<file path="config.mk">
export PLATFORM = sky130hd
export DESIGN_NAME = vga_timing_gen_flat
export DESIGN_NICKNAME = d
export VERILOG_FILES = /design/src/rtl/vga_timing_gen_if.sv /design/src/rtl/vga_timing_gen.sv /design/src/flat_wrapper.sv
export SDC_FILE = /design/constraint.sdc
export NUM_CORES = 1
export LEC_CHECK = 0
export ABC_AREA = 0
export CAP_MARGIN = 20
export CELL_PAD_IN_SITES_DETAIL_PLACEMENT = 2
export CELL_PAD_IN_SITES_GLOBAL_PLACEMENT = 2
export CORE_ASPECT_RATIO = 2
export CORE_MARGIN = 3
export CORE_UTILIZATION = 24
export DETAILED_ROUTE_END_ITERATION = 16
export GPL_ROUTABILITY_DRIVEN = 0
export GPL_TIMING_DRIVEN = 1
export PLACE_DENSITY_LB_ADDON = 0.1
export RECOVER_POWER = 25
export SLEW_MARGIN = 10
export SYNTH_ARGS = -nofsm -noshare
export SYNTH_HDL_FRONTEND = slang
export SYNTH_SLANG_ARGS = --single-unit
</file>
<file path="constraint.sdc">
create_clock -name clk -period 3.1 [get_ports clk]
set_input_delay 0.465 -clock clk [delete_from_list [all_inputs] [get_ports clk]]
set_output_delay 0.465 -clock clk [all_outputs]
set_load 0.02 [all_outputs]
</file>
<file path="src/rtl/vga_timing_gen_if.sv">
// Raster timing bundle: the pixel-advance enable going into the generator
// and the per-pixel timing outputs going to the windowing stage and DAC pins.
// Handshake: there is no back-pressure. The consumer drives ce, and the
// generator advances exactly one pixel on every clk edge that samples ce=1.
// All outputs are registered and describe the same pixel (vga_x, vga_y).
interface vga_timing_gen_if;
   logic       ce;
   logic [9:0] vga_x;
   logic [9:0] vga_y;
   logic       hsync;
   logic       vsync;
   logic       video_active;
   logic       frame_start;
   logic       line_start;

   modport master (
      input  ce,
      output vga_x, vga_y, hsync, vsync, video_active, frame_start, line_start
   );

   modport slave (
      output ce,
      input  vga_x, vga_y, hsync, vsync, video_active, frame_start, line_start
   );
endinterface

</file>
<file path="src/rtl/vga_timing_gen.sv">
// Free-running raster timing generator (default 1024x768@60, 65 MHz pixel).
// Two wrap counters walk the raster. Every flag register is loaded from the
// next-count value in the same edge as the counters, so all outputs line up
// with the coordinates they describe.
module vga_timing_gen #(
   parameter int H_VIS    = 1024,
   parameter int H_FP     = 24,
   parameter int H_SYNC   = 136,
   parameter int H_BP     = 160,
   parameter int V_VIS    = 768,
   parameter int V_FP     = 3,
   parameter int V_SYNC   = 6,
   parameter int V_BP     = 29,
   parameter bit SYNC_POL = 1'b0
) (
   input  logic              clk,
   input  logic              rst_n,
   vga_timing_gen_if.master  bus
);

   localparam int H_TOTAL = H_VIS + H_FP + H_SYNC + H_BP;
   localparam int V_TOTAL = V_VIS + V_FP + V_SYNC + V_BP;

   // 11-bit counters; the outputs carry only the low 10 bits.
   localparam logic [10:0] H_LAST     = 11'(H_TOTAL - 1);
   localparam logic [10:0] V_LAST     = 11'(V_TOTAL - 1);
   localparam logic [10:0] H_VIS_L    = 11'(H_VIS);
   localparam logic [10:0] V_VIS_L    = 11'(V_VIS);
   localparam logic [10:0] HS_START   = 11'(H_VIS + H_FP);
   localparam logic [10:0] HS_END     = 11'(H_VIS + H_FP + H_SYNC);
   localparam logic [10:0] VS_START   = 11'(V_VIS + V_FP);
   localparam logic [10:0] VS_END     = 11'(V_VIS + V_FP + V_SYNC);

   logic [10:0] r_h;
   logic [10:0] r_v;
   logic        r_hsync;
   logic        r_vsync;
   logic        r_video_active;
   logic        r_frame_start;
   logic        r_line_start;

   logic [10:0] w_h_next;
   logic [10:0] w_v_next;
   logic        w_h_wrap;
   logic        w_hs_on;
   logic        w_vs_on;
   logic        w_active;
   logic        w_unused_bits;

   // Next raster position and the timing flags belonging to that position.
   always_comb begin
      w_h_wrap = (r_h == H_LAST);
      w_h_next = w_h_wrap ? 11'd0 : r_h + 11'd1;
      w_v_next = r_v;
      if (w_h_wrap) begin
         w_v_next = (r_v == V_LAST) ? 11'd0 : r_v + 11'd1;
      end
      w_hs_on  = (w_h_next >= HS_START) && (w_h_next < HS_END);
      w_vs_on  = (w_v_next >= VS_START) && (w_v_next < VS_END);
      w_active = (w_h_next < H_VIS_L) && (w_v_next < V_VIS_L);
   end

   // Counters and flags: reset parks on the last blanking pixel of the frame,
   // ce=1 advances one pixel, ce=0 holds everything.
   always_ff @(posedge clk) begin
      if (!rst_n) begin
         r_h            <= H_LAST;
         r_v            <= V_LAST;
         r_hsync        <= ~SYNC_POL;
         r_vsync        <= ~SYNC_POL;
         r_video_active <= 1'b0;
         r_frame_start  <= 1'b0;
         r_line_start   <= 1'b0;
      end else if (bus.ce) begin
         r_h            <= w_h_next;
         r_v            <= w_v_next;
         r_hsync        <= w_hs_on ? SYNC_POL : ~SYNC_POL;
         r_vsync        <= w_vs_on ? SYNC_POL : ~SYNC_POL;
         r_video_active <= w_active;
         r_frame_start  <= (w_h_next == 11'd0) && (w_v_next == 11'd0);
         r_line_start   <= (w_h_next == 11'd0);
      end
   end

   assign bus.vga_x        = r_h[9:0];
   assign bus.vga_y        = r_v[9:0];
   assign bus.hsync        = r_hsync;
   assign bus.vsync        = r_vsync;
   assign bus.video_active = r_video_active;
   assign bus.frame_start  = r_frame_start;
   assign bus.line_start   = r_line_start;

   // Counter MSBs only feed the compares, never the 10-bit outputs.
   assign w_unused_bits = r_h[10] ^ r_v[10];

endmodule

</file>
<file path="src/flat_wrapper.sv">
// flat-port wrapper written by rule: the top's interface ports become plain ports
module vga_timing_gen_flat 
#(
   parameter int H_VIS    = 1024,
   parameter int H_FP     = 24,
   parameter int H_SYNC   = 136,
   parameter int H_BP     = 160,
   parameter int V_VIS    = 768,
   parameter int V_FP     = 3,
   parameter int V_SYNC   = 6,
   parameter int V_BP     = 29,
   parameter bit SYNC_POL = 1'b0
)
  (clk, rst_n, bus_ce, bus_vga_x, bus_vga_y, bus_hsync, bus_vsync, bus_video_active, bus_frame_start, bus_line_start);
  vga_timing_gen_if bus_i ();
  input  logic clk;
  input  logic rst_n;
  input wire logic [$bits(bus_i.ce)-1:0] bus_ce;
  output wire logic [$bits(bus_i.vga_x)-1:0] bus_vga_x;
  output wire logic [$bits(bus_i.vga_y)-1:0] bus_vga_y;
  output wire logic [$bits(bus_i.hsync)-1:0] bus_hsync;
  output wire logic [$bits(bus_i.vsync)-1:0] bus_vsync;
  output wire logic [$bits(bus_i.video_active)-1:0] bus_video_active;
  output wire logic [$bits(bus_i.frame_start)-1:0] bus_frame_start;
  output wire logic [$bits(bus_i.line_start)-1:0] bus_line_start;
  assign bus_i.ce = bus_ce;
  assign bus_vga_x = bus_i.vga_x;
  assign bus_vga_y = bus_i.vga_y;
  assign bus_hsync = bus_i.hsync;
  assign bus_vsync = bus_i.vsync;
  assign bus_video_active = bus_i.video_active;
  assign bus_frame_start = bus_i.frame_start;
  assign bus_line_start = bus_i.line_start;
  vga_timing_gen #(.H_VIS(H_VIS), .H_FP(H_FP), .H_SYNC(H_SYNC), .H_BP(H_BP), .V_VIS(V_VIS), .V_FP(V_FP), .V_SYNC(V_SYNC), .V_BP(V_BP), .SYNC_POL(SYNC_POL)) u_core (.clk(clk), .rst_n(rst_n), .bus(bus_i));
endmodule
</file>
==> impl_metrics.ini, run 1 <==
[run_status]
status = finished, final reports clean

[power_and_ir_drop]
power.total_mw = 1.425
ir_drop_mv = 0.2585
switchingPower_mw = 0.5976
p_int_mw = 0.8278
leakagePower_nw = 0.8484
power.share.combinational_pct = 47.3
cellPowerDensity_nw_per_um2 = 621.9
seq_power_share_pct = 29.6
swShare_pct = 41.92
clkPwrFrac_pct = 23.1

[timing]
rsz0062_at_grt = no
finalHoldViolations = 0
min_period_over_period_pct = 89.46
period_minus_slack_ps = 2773
tightest_slew_ps = 823.5
setup_violations = 0
hold_slack_ps = 479.1
tns_ps = 0
fin_worst_skew_ps = 7.293
drv_slew = 0
relSlewSlack_pct = 45.10
max_freq_mhz = 360.6

[hold_path]
hold_path_depth = 2
holdPathEnd = u_core.bus.frame_start
hold_path_class = reg2reg
min-delay-start = u_core.bus.frame_start

[yosys]
synth_edf_count = 0
ys_top_cells_by_area = dfxtp_1 28%, buf_4 8.1%, o21ai_0 6.2%
synth_area_sq_um = 1951
synth_cell_type_count = 54
async_reset_ff_share_pct = 0
synthesis.instances = 262
ys_ff_latch = 27
synth_ff_type = dfxtp_1
synth_fp_nets = 268
synth_top_area_share_pct = 27.71
yosys_warnings = 0
synth-seq-area-share_pct = 27.71
avgSynthCellArea_sq_um = 7.445
synth_top_area_cell = dfxtp_1

[cells_and_area]
layout.nets = 281
diodes = 0
final_common_cell = nand2_1
mostFrequentLayoutCells = 30 x nand2_1, 27 x dfxtp_1, 25 x nor2_1, 24 x o21ai_0, 17 x clkdlybuf4s50_1
stdcell_count = 368
area_growth_pct = 17.51
fin_util_pct = 29.50
drive_gt1_share_pct = 10.58

[die]
coreArea_sq_um = 7770
dieArea_sq_um = 9311
initial_core_util_pct = 25.10
die_y_microns = 133.5
die_w_microns = 69.75
rows = 45
boundaryPins = 28

[setup_path]
slowest_delay_ps = 620
cp_num_buf_inv = 1
crit_type = reg2reg
r2r_cells = 8
cp_max_fo = 8
crit_arrival_ps = 2990
worstPathRequired_ps = 3320
cp_top_family = simple AND/OR/NAND/NOR gates
crit_path_top_delay_cell = or4b_2
end_kind = flop
critPathLaunchType = flop
path_cells = inv_1 -> ha_1 -> nor4bb_1 -> and4_1 -> nor2_1 -> a311oi_1 -> or4b_2 -> a21oi_1
reg2reg_from = u_core.r_v[1]
cp_num_cells = 8
r2r_slack_ps = 330
reg2reg_to = u_core.bus.video_active

[placement]
post-dp-hpwl_microns = 5685
port_buffers = 27
place_inst = 364

[route]
wl_per_cell_microns = 19.75
drt_iter0_drc = 56
routed_via_density = 5.337
vias = 1964
drtAntennaViolNets = 0
drc = 0
routed_wirelength_microns = 7267
first_pass_iters = 3

[cts]
cts_sinks = 27
clkLatencyLatePin_ps = 280
post_cts_buffers = 0
root_buffer = clkbuf_16
cts-hold-fix-buffers = 0
cts.clk_slew.worst_paths_ps = 80
h-tree-depth = 1
cts-resized-gates = 0
clock_path_buffers = 2
cts-buffers-inserted = 3
cts_tree = done

[grt]
grt_pass1_vias = 2165
antenna_found_initial = 0
grt_max_degree = 16
met2_usage_pct = 33.46
busiest_layer = met2
met3_usage_pct = 1.360
grt_pass1_wl_microns = 11760
use_met1_pct = 15.81
grt_overflow = 0
track_usage_pct = 16.25

[flow_run]
maxCapViolations = 0
[layer usage]
metal / vias to the layer above / part of all wire, %
li1: 944 / -
met1: 984 / 36
met2: 25 / 59
met3: 11 / 1.5
met4: 0 / 2.9
met5: - / 0
[cell usage after synthesis, types with 3 or more instances]
master     n
nand2_1   30
dfxtp_1   27
nor2_1    25
o21ai_0   24
buf_4     21
a21oi_1   16
nand3_1   10
clkbuf_1   9
nor3_1     7
o311ai_0   6
xnor2_1    6
and2_1     5
inv_1      5
nand4_1    5
and3_1     4
and4_1     4
or3_1      4
a211oi_1   3
a22o_1     3
buf_2      3
ha_1       3
o211ai_1   3
[layout make-up]
type / instances / area, sq um
Multi-Input combinational cell: 192 / 1134
Clock inverter: 1 / 5.005
Timing Repair Buffer: 45 / 397.9
Fill cell: 925 / 5478
Sequential cell: 27 / 540.5
Clock buffer: 3 / 75.07
Tap cell: 94 / 117.6
Inverter: 6 / 22.52
[per-stage QoR]
stage	cell area, sq um	setup WS [ps]
floorplan	1951	684.9
global placement	2220	412.5
detailed placement	2220	331.6
CTS	2300	314.9
global route	2292	200.9
finish	2292	326.8
[worst min-delay path, cell delays in order (launching register included)]
cell and delay [ps]:
dfxtp_1 310, inv_1 50, o22ai_1 70
[sequential cells by signal, summed over array words and instances, names as in the netlist]
register                 cells
u_core.r_v                  11
u_core.r_h                  11
u_core.bus.line_start        1
u_core.bus.frame_start       1
u_core.bus.vsync             1
u_core.bus.hsync             1
u_core.bus.video_active      1
[power groups by stage]
stage	clock (mW)	combinational [mW]	sequential [mW]
finish	0.329	0.674	0.422
global route	0.354	0.750	0.430
CTS	0.342	0.695	0.423
detailed placement	0	0.691	0.431
global placement	0	0.687	0.429
floorplan	0	0.451	0.429
[worst max path at each step]
stage	from	endpoint	slack (ps)
2_1_floorplan	u_core.r_h[0]	u_core.bus.line_start	680
3_3_place_gp	u_core.r_v[1]	u_core.bus.video_active	410
3_5_place_dp	u_core.r_v[1]	u_core.bus.video_active	330
4_1_cts	u_core.r_v[1]	u_core.bus.video_active	310
5_1_grt	u_core.r_v[1]	u_core.bus.video_active	200
6_report	u_core.r_v[1]	u_core.bus.video_active	330
[logic make-up (layout without fill, tap and decap cells)]
group / after synthesis / in the layout / share of synthesized area, %
simple gates: 112 / 112 / 29.63
compound gates: 68 / 68 / 22.39
buf+inv: 43 / 55 / 14.18
flops: 27 / 27 / 27.71
xor+xnor: 7 / 7 / 3.143
fa+ha+maj: 3 / 3 / 1.925
mux: 2 / 2 / 1.026
Note: power is estimated with default switching activity, not from simulation.
==> inputs of run 2 (changes only) <==
--- a/config.mk
+++ b/config.mk
@@ -5,7 +5,7 @@
 export SDC_FILE = /design/constraint.sdc
 export NUM_CORES = 1
 export LEC_CHECK = 0
-export ABC_AREA = 0
+export ABC_AREA = 1
 export CAP_MARGIN = 20
 export CELL_PAD_IN_SITES_DETAIL_PLACEMENT = 2
 export CELL_PAD_IN_SITES_GLOBAL_PLACEMENT = 2
@@ -13,8 +13,8 @@
 export CORE_MARGIN = 3
 export CORE_UTILIZATION = 24
 export DETAILED_ROUTE_END_ITERATION = 16
-export GPL_ROUTABILITY_DRIVEN = 0
 export GPL_TIMING_DRIVEN = 1
+export MAX_ROUTING_LAYER = met4
 export PLACE_DENSITY_LB_ADDON = 0.1
 export RECOVER_POWER = 25
 export SLEW_MARGIN = 10
==> run 2 against run 1 <==
  * Combinational power shrank 49%
  * Sequential power about the same
  * Worst setup slack improved by 210 ps
  * Die area increased by 4.0%
  * Final cell count rose by 16%
  * Design area increased by 1.2%
  * Flip-flop and latch count stayed put
  * Critical endpoint is now u_core.bus.vsync
  * Highest routed layer unchanged
==> impl_metrics.ini, run 2 <==
[yosys]
synth_top_area_share_pct = 26.58
yosys_warnings = 0
avgSynthCellArea_sq_um = 6.237
synth_common_cells = 82 x nand2_1, 37 x inv_1, 31 x nor2_1
synth_ff_type = dfxtp_1
synth_top_area_cell = dfxtp_1
synth_fp_nets = 332
synth_area_sq_um = 2033
synth-seq-area-share_pct = 26.58
async_reset_ff_share_pct = 0
ys_ff_latch = 27
synth.most_common_cell = nand2_1
synthesis.instances = 326
synth_edf_count = 0
synth_cell_type_count = 32
ys_top_cells_by_area = dfxtp_1 27%, nand2_1 15%, buf_4 7.8%

[die]
initial_core_util_pct = 25.05
die_w_microns = 71.09
rows = 46
die_y_microns = 136.2
coreArea_sq_um = 8115
dieArea_sq_um = 9679
boundaryPins = 28

[grt]
grt_pass1_vias = 2251
track_usage_pct = 16.55
antenna_found_initial = 0
grt_overflow = 0
grt_pass1_wl_microns = 11800
grt_max_degree = 33

[timing]
fin_worst_skew_ps = 3.767
rsz0062_at_grt = no
period_minus_slack_ps = 2561
finalHoldViolations = 0
relSlewSlack_pct = 8.288
tns_ps = 0
drv_slew = 0
tightest_slew_ps = 1376
min_period_over_period_pct = 82.61
max_freq_mhz = 390.5
setup_violations = 0

[setup_path]
endpoint = u_core.bus.vsync
worstPathRequired_ps = 3270
r2r_slack_ps = 540
cp_max_fo = 11
crit_type = reg2reg
cp-startpoint = u_core.r_h[0]
critPathLaunchType = flop
reg2reg_from = u_core.r_h[0]
crit_arrival_ps = 2730
end_kind = flop
reg2reg_to = u_core.bus.vsync
r2r_cells = 12

[cells_and_area]
drive_gt1_share_pct = 6.344
mostFrequentLayoutCells = 82 x nand2_1, 37 x inv_1, 31 x nor2_1, 27 x nand3_1, 27 x dfxtp_1
area_growth_pct = 14.09
diodes = 0
layout.nets = 338
filler_cell_count = 1027
largestRegisters = u_core.r_h: 11 flops, u_core.r_v: 11 flops
final_cell_area_sq_um = 2320
final_common_cell = nand2_1
fin_util_pct = 28.58

[cts]
clock_path_buffers = 2
cts-resized-gates = 0
root_buffer = clkbuf_16
cts-hold-fix-buffers = 0
cts-buffers-inserted = 3
clkLatencyLatePin_ps = 270
h-tree-depth = 1
post_cts_buffers = 0
cts.clk_slew.worst_paths_ps = 70
cts_tree = done
cts_sinks = 27

[route]
routed_via_density = 4.845
drt_iter0_drc = 87
drc = 0
drtAntennaViolNets = 0
first_pass_iters = 2
vias = 2069
wl_per_cell_microns = 17.11
routed_wirelength_microns = 7306

[power_and_ir_drop]
ir_drop_mv = 0.1848
leakagePower_nw = 1.114
cellPowerDensity_nw_per_um2 = 462.8
power.total_mw = 1.074

[placement]
placed_area_sq_um = 2256
port_buffers = 27
place_congestion = 0.7948
post-dp-hpwl_microns = 5941

[run_status]
status = finished, final reports clean

[hold_path]
hold_path_class = reg2reg
min-delay-start = u_core.bus.hsync

[flow_run]
maxCapViolations = 0
run 2: cell types whose count changed after synthesis, sizes merged, moves of 5 or more:
cell    previous run  this run
nand2             31        85
inv                5        38
nand3             10        30
nor2              25        35
and2               7         0
a21oi             17        23
xnor2              6         0
and3               5         0
o311ai             6         1
run 2: cell type report:
type / instances / area (sq um) / area share, %
Tap cell: 96 / 120.1 / 5.178
Multi-Input combinational cell: 228 / 1125 / 48.49
Clock buffer: 3 / 75.07 / 3.236
Inverter: 40 / 150.1 / 6.473
Timing Repair Buffer: 32 / 304.0 / 13.11
Sequential cell: 27 / 540.5 / 23.30
Clock inverter: 1 / 5.005 / 0.2158
run 2: cell families (layout without fill, tap and decap cells):
logic type                 after synthesis  after routing  synth area share, %
adders and majority gates                3              3                1.846
xor gates and xnor gates                 3              3                1.293
and+or+nand+nor                        167            167                38.46
DFF                                     27             27                26.58
AOI/OAI and AO/OA                       55             55                14.34
buffers and inverters                   71             76                17.48
run 2: where the power goes:
part           switching, mW  total (mW)  internal, mW
sequential            0.0461       0.419         0.373
clock                  0.134       0.308         0.175
combinational          0.225       0.347         0.122
run 2: how the worst min path moves through the flow:
stage	depth (start not counted)	slack, ps	to
after CTS	2	480	u_core.bus.hsync
after detailed placement	2	460	u_core.bus.hsync
final	2	460	u_core.bus.hsync
after floorplan	2	500	u_core.r_h[10]
after global routing	2	500	u_core.bus.frame_start
after global placement	2	460	u_core.bus.hsync
run 2: metrics by stage:
step           setup slack, ps  hold WS [ps]  instances
6_report                 539.0         464.2        427
5_1_grt                  221.2         498.3        427
4_1_cts                  622.8         480.6        427
3_5_place_dp             649.8         463.0        423
3_3_place_gp             720.1         457.0        423
2_1_floorplan             1280         497.0        326
run 2: metal layers:
layer | share of wire [%] | up-vias | GRT usage [%]
met5 | 0 | - | -
met2 | 62 | 15 | 34.13
li1 | - | 1044 | -
met4 | 1.3 | 0 | 4.707
met3 | 0.96 | 5 | 1.332
met1 | 36 | 1005 | 15.61
run 2: critical path, stage by stage (launching register included):
cell     delay (ps)
dfxtp_1         480
ha_1            340
nand3_1         290
nor2_4          220
nand2_2         250
nor2_1          240
nand2_1          80
nand3_1         160
nand2_1          70
nor2_1          120
nand4_1         110
nand2_1          60
nand2_1          40
==> inputs of run 3 (changes only) <==
==> constraint.sdc (replaced) <==
create_clock -name clk -period 2.44 [get_ports clk]
set_input_delay 0.366 -clock clk [delete_from_list [all_inputs] [get_ports clk]]
set_output_delay 0.366 -clock clk [all_outputs]
set_load 0.02 [all_outputs]
==> run 3 against run 2 <==
  * Flip-flop and latch count did not move
  * Die area did not move
  * Routed wire length rose by 5.5%
  * Core utilization rose by 1.3 points
  * Clock skew rose by 1.2 ps
  * Total power rose by 32%
  * Final cell count rose by 2.8%
  * Register-to-register slack got worse by 220 ps
  * Design area rose by 4.5%
  * Sequential share of layout area fell by 1.0 points
  * Highest routed layer unchanged
==> impl_metrics.ini, run 3 (same netlist as run 2, synthesis figures left out) <==
[run_status]
status = finished, final reports clean

[grt]
grt_max_degree = 33
antenna_found_initial = 0
track_usage_pct = 17.40
grt_pass1_wl_microns = 12560
grt_pass1_vias = 2417
grt_overflow = 0

[cts]
root_buffer = clkbuf_16
clkLatencyLatePin_ps = 270
post_cts_buffers = 0
clock_path_buffers = 2
h-tree-depth = 1
cts_tree = done
cts-hold-fix-buffers = 0
cts_sinks = 27
cts-buffers-inserted = 3
cts.clk_slew.worst_paths_ps = 70
cts-resized-gates = 0

[setup_path]
end_kind = flop
reg2reg_from = u_core.r_h[0]
slowest_delay_ps = 340
critPathLaunchType = flop
crit_path_top_delay_cell = dfxtp_1
path_cells = ha_1 -> buf_4 -> nand3_4 -> nor2_4 -> nand2_2 -> nor2_1 -> nand3_1 -> nand3_1 -> nand2_1 -> nor2_1 -> nand3_1 -> a21oi_1
crit_path_frequent_cell = nand3_1
worstPathRequired_ps = 2650
reg2reg_to = u_core.bus.frame_start
crit_arrival_ps = 2330
cp_max_fo = 11
r2r_cells = 12
r2r_slack_ps = 320
crit_type = reg2reg

[die]
die_y_microns = 136.2
dieArea_sq_um = 9679
coreArea_sq_um = 8115
initial_core_util_pct = 25.05
die_w_microns = 71.09
boundaryPins = 28
rows = 46

[hold_path]
hold_path_class = reg2reg
hold_path_depth = 2
min-delay-start = u_core.bus.frame_start
holdPathEnd = u_core.bus.frame_start

[timing]
rsz0062_at_grt = no
relSlewSlack_pct = 10.24
tightest_slew_ps = 1346
layout_setup_ws_ps = 322.0
min_period_over_period_pct = 86.81
setup_violations = 0
max_freq_mhz = 472.1
drv_slew = 0
finalHoldViolations = 0
period_minus_slack_ps = 2118
tns_ps = 0
fin_worst_skew_ps = 4.933

[route]
vias = 2150
drtAntennaViolNets = 0
drt_iter0_drc = 38
routed_wirelength_microns = 7708
wl_per_cell_microns = 17.56
first_pass_iters = 4
drc = 0
routed_via_density = 4.897

[cells_and_area]
drive_gt1_share_pct = 9.913
mostFrequentLayoutCells = 82 x nand2_1, 37 x inv_1, 31 x nor2_1, 27 x dfxtp_1, 26 x nand3_1
largestRegisters = u_core.r_h: 11 flops, u_core.r_v: 11 flops
area_growth_pct = 19.26
final_common_cell = nand2_1
layout.nets = 350
diodes = 0

[placement]
place_congestion = 0.8349
pre_cts_ws_ps = 330.9
post-dp-hpwl_microns = 6407
port_buffers = 27

[power_and_ir_drop]
power.total_mw = 1.413
ir_drop_mv = 0.2039
leakagePower_nw = 1.170
cellPowerDensity_nw_per_um2 = 582.5

[flow_run]
maxCapViolations = 0
==> run 3: final cells by class <==
cell class / count / area (sq um)
fillers: 1031 / 5690
multi-input cells: 228 / 1137
flip-flops and latches: 27 / 540.5
repair buffers: 44 / 394.1
inverters: 40 / 150.1
well taps: 96 / 120.1
clock buffers: 3 / 75.07
clock inverters: 1 / 7.507
==> run 3: worst max path at each step <==
stage / from / endpoint / slack, ps / cells after the start
global route: u_core.r_h[1] / u_core.bus.vsync / 70 / 13
global placement: u_core.r_h[0] / u_core.bus.frame_start / 420 / 10
detailed placement: u_core.r_h[0] / u_core.bus.frame_start / 330 / 10
floorplan: u_core.r_h[0] / u_core.bus.vsync / 620 / 13
CTS: u_core.r_h[0] / u_core.bus.frame_start / 300 / 12
finish: u_core.r_h[0] / u_core.bus.frame_start / 320 / 12
==> run 3: per-stage QoR <==
step	std cells	utilization [%]	hold WS, ps	area [sq um]
after CTS	439	29.93	480.7	2429
final	439	29.88	469.8	2425
after floorplan	326	-	497.0	2033
after global placement	435	28.91	456.9	2346
after global routing	439	29.88	485.5	2425
after detailed placement	435	28.91	466.3	2346
==> run 3: where the power goes <==
group,leakage (nW),switching (mW),internal (mW)
Clock,0.0371,0.178,0.224
Sequential,0.223,0.0461,0.473
Combinational,0.910,0.312,0.179
Total,1.17,0.536,0.877
==> run 3: critical path: cells and delay by family (launching register included) <==
| kind | cells | cell delay, ps |
|---|---|---|
| simple gates | 9 | 1240 |
| flops | 1 | 340 |
| compound gates | 1 | 120 |
| fa+ha+maj | 1 | 200 |
| buf+inv | 1 | 150 |
==> run 3: metal layers <==
metal | track usage, % | vias to the layer above | part of all wire (%)
li1 | - | 1065 | -
met3 | 1.110 | 13 | 1.2
met4 | 6.695 | 0 | 2.8
met5 | - | - | 0
met1 | 15.95 | 1053 | 34
met2 | 35.73 | 19 | 62
==> RTL edit 1 (config.mk and constraints of run 1) <==
`H_BP` is set to 160 in 2 places; all go to 80.
--- a/src/rtl/vga_timing_gen.sv
+++ b/src/rtl/vga_timing_gen.sv
@@ -8,3 +8,3 @@
    parameter int H_SYNC   = 136,
-   parameter int H_BP     = 160,
+   parameter int H_BP     = 80,
    parameter int V_VIS    = 768,
--- a/src/flat_wrapper.sv
+++ b/src/flat_wrapper.sv
@@ -6,3 +6,3 @@
    parameter int H_SYNC   = 136,
-   parameter int H_BP     = 160,
+   parameter int H_BP     = 80,
    parameter int V_VIS    = 768,
Behaviour: not the same (Yosys sat finds a counterexample within 4 cycles, from zero or initial values and one cycle with rst_n low).
==> RTL edit 1 against run 1 <==
  * Sequential power is 0.9% higher
  * Sequential cell count stayed put
  * Count of clock-buffer cells in the layout stayed put
  * Design area is 5.9% higher
  * Area after synthesis is 6.9% higher
  * Non-clock buffer count stayed put
  * Wire length is 10% higher
  * Worst setup slack worse by 0.033 ns
  * Worst hold slack worse by 0.010 ns
  * Critical path depth is 1 lower
  * Total power is 3.3% lower
  * Sequential share of layout area is 1.3 points lower
  * Synthesized cell count is 6.9% higher
==> RTL edit 1: results (changes against run 1) <==
- Synth cell count leaders: sky130_fd_sc_hd__dfxtp_1, sky130_fd_sc_hd__nand2_1, sky130_fd_sc_hd__buf_4 (was sky130_fd_sc_hd__nand2_1, sky130_fd_sc_hd__dfxtp_1, sky130_fd_sc_hd__nor2_1).
- The average cell area after synthesis is 7.44 um2 (was 7.45 um2).
- The count of different cell masters after synthesis is 57 (was 54).
- The worst min-delay path startpoint is u_core.bus.line_start$_SDFFE_PN0P_ (was u_core.bus.frame_start$_SDFFE_PN0P_).
- The headroom to the max-slew limit is 20.8% (was 45.1%).
- The total setup violations reported at the end of the flow is 0 (unchanged).
- The area of placed instances is 2350 um2 (was 2220 um2).
- The net count after synthesis was 286 (was 268).
- The vias after detailed routing is 2123 (was 1964).
- The HPWL reported at the end of detailed placement came to 6300 um (was 5690 um).
- The number of global-route vias before repair is 2260 (was 2165).
- The worst setup path startpoint is u_core.r_h[1]$_SDFFE_PN1P_ (was u_core.r_v[1]$_SDFFE_PN0P_).
- The delay of the slowest cell on the worst path came to 0.69 ns (was 0.62 ns).
- The number of inserted filler cells in the final layout came to 1002 (was 925).
- The top achievable clock speed is 356 MHz (was 361 MHz).
- Leading post-synthesis cells by cell area: sky130_fd_sc_hd__dfxtp_1, sky130_fd_sc_hd__buf_4, sky130_fd_sc_hd__nand2_1 (was sky130_fd_sc_hd__dfxtp_1, sky130_fd_sc_hd__buf_4, sky130_fd_sc_hd__o21ai_0).
- The global-route met2 utilization is 35.7% (was 33.5%).
- The final setup skew was 0.00323 ns (was 0.00729 ns).
- The DRC marker count from the first detailed-route iteration is 67 (was 56).
- The largest net degree at the start of global routing is 27 (was 16).
- The leakage dissipation came to 0.897 nW (was 0.848 nW).
- The setup slack of the most critical reg-to-reg path is 0.29 ns (was 0.33 ns).
- The met1 routing resource usage after global routing is 16.5% (was 15.8%).
- The global-route usage over all layers was 17.4% (was 16.3%).
- The total wirelength of the detailed-routed design is 8010 um (was 7270 um).
- The post-placement setup slack is 0.301 ns (was 0.332 ns).
- The maximum resistive drop on vdd is 213 uV (was 259 uV).
- Outcome: completed (unchanged).
- The number of iterations in the first detailed-routing pass was 4 (was 3).
- The final hold slack came to 0.469 ns (was 0.479 ns).
- The sequential share of the synthesized area came to 25.9% (was 27.7%).
- The cell with the largest stage delay on the worst path is sky130_fd_sc_hd__or4_4 (was sky130_fd_sc_hd__or4b_2).
- The met3 global-route usage is 1.24% (was 1.36%).
- The data arrival time of the critical path was 2.97 ns (was 2.99 ns).
- The wire length of the first global-routing pass is 12800 um (was 11800 um).
- The fraction of final layout cells sized beyond drive strength 1 was 10.5% (was 10.6%).
- The largest driver fanout on the critical path is 17 (was 8).
- The ratio of routed vias to standard cells came to 5.51 (was 5.34).
- The cell total after placement came to 381 (was 364).
-- RTL edit 1: cell count changes after synthesis, sizes merged, moves of 4 or more --
cell	change
nor3	+8
o21ai	-8
nand4	+6
nor2	-6
clkbuf	+5
nand3	+5
nand2	-4
-- RTL edit 1: path summary, 6_finish.rpt --
path,endpoint,cells after the start
max,u_core.bus.vsync$_SDFFE_PN1P_,7
min,u_core.bus.line_start$_SDFFE_PN0P_,2
max reg2reg,u_core.bus.vsync$_SDFFE_PN1P_,7
min reg2reg,u_core.bus.line_start$_SDFFE_PN0P_,2
-- RTL edit 1: power breakdown --
group / switching (mW) / internal, mW
Combinational: 0.399 / 0.240
Clock: 0.138 / 0.175
Sequential: 0.0448 / 0.382
-- RTL edit 1: worst max-delay path, delay by kind of cell, from the launching register on --
family                   cells  cell delay [ns]
XOR/XNOR                     1             0.22
adder cells (fa/ha/maj)      1             0.22
AND/OR/NAND/NOR              4             1.42
AO/OA/AOI/OAI                1             0.36
flip-flops                   1             0.47
-- RTL edit 1: logic make-up after synthesis --
kind of cell | after synthesis | synth area share (%)
flops | 27 | 25.9
buf+inv | 48 | 13.4
xor+xnor | 11 | 4.62
mux | 2 | 1.02
simple gates | 126 | 33.1
compound gates | 63 | 20.0
fa+ha+maj | 3 | 1.80
-- RTL edit 1: per-layer routing --
layer	part of all wire, %	routed length, um
met5	0	0
met4	3.4	276
met3	0.90	72
met2	62	4930
met1	34	2730
-- RTL edit 1: area by class of cell --
class,instances,area [um2],share of cell area [%]
clock buffers,3,75.1,3.09
clock inverters,1,5.00,0.206
inverters,6,22.5,0.928
multi-input cells,205,1260,52.1
flip-flops and latches,27,541,22.3
well taps,98,123,5.05
repair buffers,45,398,16.4
==> RTL edit 2 (config.mk and constraints of run 1) <==
Without the edit above. Reset style: asynchronous (`rst_n`), changed in one clocked block.
--- a/src/rtl/vga_timing_gen.sv
+++ b/src/rtl/vga_timing_gen.sv
@@ -64,3 +64,3 @@
    // ce=1 advances one pixel, ce=0 holds everything.
-   always_ff @(posedge clk) begin
+   always_ff @(posedge clk or negedge rst_n) begin
       if (!rst_n) begin
Function: differs if rst_n is asserted again (counterexample within 4 cycles, from zero or initial values and one cycle with rst_n low); with rst_n held inactive, the same outputs for 10 cycles.
==> RTL edit 2 against run 1 <==
  * The flow now finishes with violations (max-capacitance violations, max-slew violations)
  * Design area grew 3.5%
  * Sequential power grew 28%
  * First-iteration DRC count shrank 13%
  * Worst setup slack gained 0.060 ns
  * Wire length shrank 0.72%
  * Total power shrank 16%
  * Area after synthesis grew 8.7%
  * Sequential cell count is the same
  * Largest cell class unchanged
  * Highest routed layer unchanged
==> RTL edit 2: results (changes against run 1) <==
- The headroom to the max-slew limit is -12.7% (was 45.1%).
- The number of standard cells after synthesis was 253 (was 262).
- Leading post-synthesis cells by cell area: sky130_fd_sc_hd__dfstp_2, sky130_fd_sc_hd__dfrtp_1, sky130_fd_sc_hd__buf_4 (was sky130_fd_sc_hd__dfxtp_1, sky130_fd_sc_hd__buf_4, sky130_fd_sc_hd__o21ai_0).
- The routed wire length on met2 is 4360 um (was 4310 um).
- The power density normalized to cell area is 505 nW/um2 (was 622 nW/um2).
- The total wirelength of the detailed-routed design is 7220 um (was 7270 um).
- The area occupied by multi-input gates is 1130 um2 (about the same).
- The final reports fail on max-capacitance violations, max-slew violations.
- The final setup skew is 0.00662 ns (was 0.00729 ns).
- The count of different cell masters after synthesis is 53 (was 54).
- The leakage dissipation is 0.897 nW (was 0.848 nW).
- The wire length on met3 is 90 um (was 110 um).
- The DRC marker count from the first detailed-route iteration is 49 (was 56).
- The cell total after placement came to 344 (was 364).
- The number of iterations in the first detailed-routing pass is 4 (was 3).
- The ratio of routed vias to standard cells is 5.31 (was 5.34).
- The area of placed instances came to 2300 um2 (was 2220 um2).
- The largest net degree at the start of global routing came to 28 (was 16).
- Synth cell count leaders: sky130_fd_sc_hd__nand2_1, sky130_fd_sc_hd__buf_4, sky130_fd_sc_hd__nor2_1 (was sky130_fd_sc_hd__nand2_1, sky130_fd_sc_hd__dfxtp_1, sky130_fd_sc_hd__nor2_1).
- The async set-or-reset flop fraction in the synthesized netlist was 100% (was 0%).
- The wire length of the first global-routing pass was 12100 um (was 11800 um).
- The maximum resistive drop on vdd was 187 uV (was 259 uV).
- The post-placement setup slack was 0.409 ns (was 0.332 ns).
- The met3 global-route usage was 1.09% (was 1.36%).
- The number of inserted filler cells in the final layout came to 993 (was 925).
- The count of pins over their slew limit was 28 (was 0).
- Outcome: finished, violations left (was completed).
- The data arrival time of the critical path is 2.89 ns (was 2.99 ns).
- The vias after detailed routing is 1848 (was 1964).
- The wire length on met1 is 2580 um (was 2630 um).
- The sequential cell area share is 29.3% (was 23.6%).
- The number of max-cap violations is 1 (was 0).
-- RTL edit 2: path summary, 6_finish.rpt --
check,slack (ns),depth (start not counted),from,end
max reg2reg,0.39,7,u_core.r_h[0]$_DFFE_PN1P_,u_core.bus.frame_start$_DFFE_PN0P_
min reg2reg,0.51,1,u_core.bus.video_active$_DFFE_PN0P_,u_core.bus.video_active$_DFFE_PN0P_
min,0.51,1,u_core.bus.video_active$_DFFE_PN0P_,u_core.bus.video_active$_DFFE_PN0P_
max in group asynchronous,0.95,2,rst_n,u_core.r_h[6]$_DFFE_PN0P_
min in group asynchronous,1.16,2,rst_n,u_core.r_v[3]$_DFFE_PN0P_
max,0.39,7,u_core.r_h[0]$_DFFE_PN1P_,u_core.bus.frame_start$_DFFE_PN0P_
-- RTL edit 2: worst max-delay path, cell delays in order (launching register included) --
cell and delay, ns:
sky130_fd_sc_hd__dfstp_2 0.63, sky130_fd_sc_hd__ha_1 0.20, sky130_fd_sc_hd__nand4_1 0.20, sky130_fd_sc_hd__or4_1 0.74, sky130_fd_sc_hd__o21ai_1 0.22, sky130_fd_sc_hd__nor4b_1 0.26
sky130_fd_sc_hd__o21ai_1 0.11, sky130_fd_sc_hd__o32ai_2 0.26
-- RTL edit 2: cells by family (layout without fill, tap and decap cells) --
kind of cell             after synthesis  after routing  synth area share (%)
AO/OA/AOI/OAI                         55             55                  17.3
XOR/XNOR                              11             11                  4.55
adder cells (fa/ha/maj)                3              3                  1.77
buffers and inverters                 49             46                  13.8
flip-flops                            27             27                  32.8
multiplexers                           5              5                  2.42
AND/OR/NAND/NOR                      103            103                  27.4
-- RTL edit 2: where the power goes --
group / internal (mW) / switching (mW)
Combinational: 0.163 / 0.184
Sequential: 0.428 / 0.111
Clock: 0.177 / 0.135
Total: 0.769 / 0.431
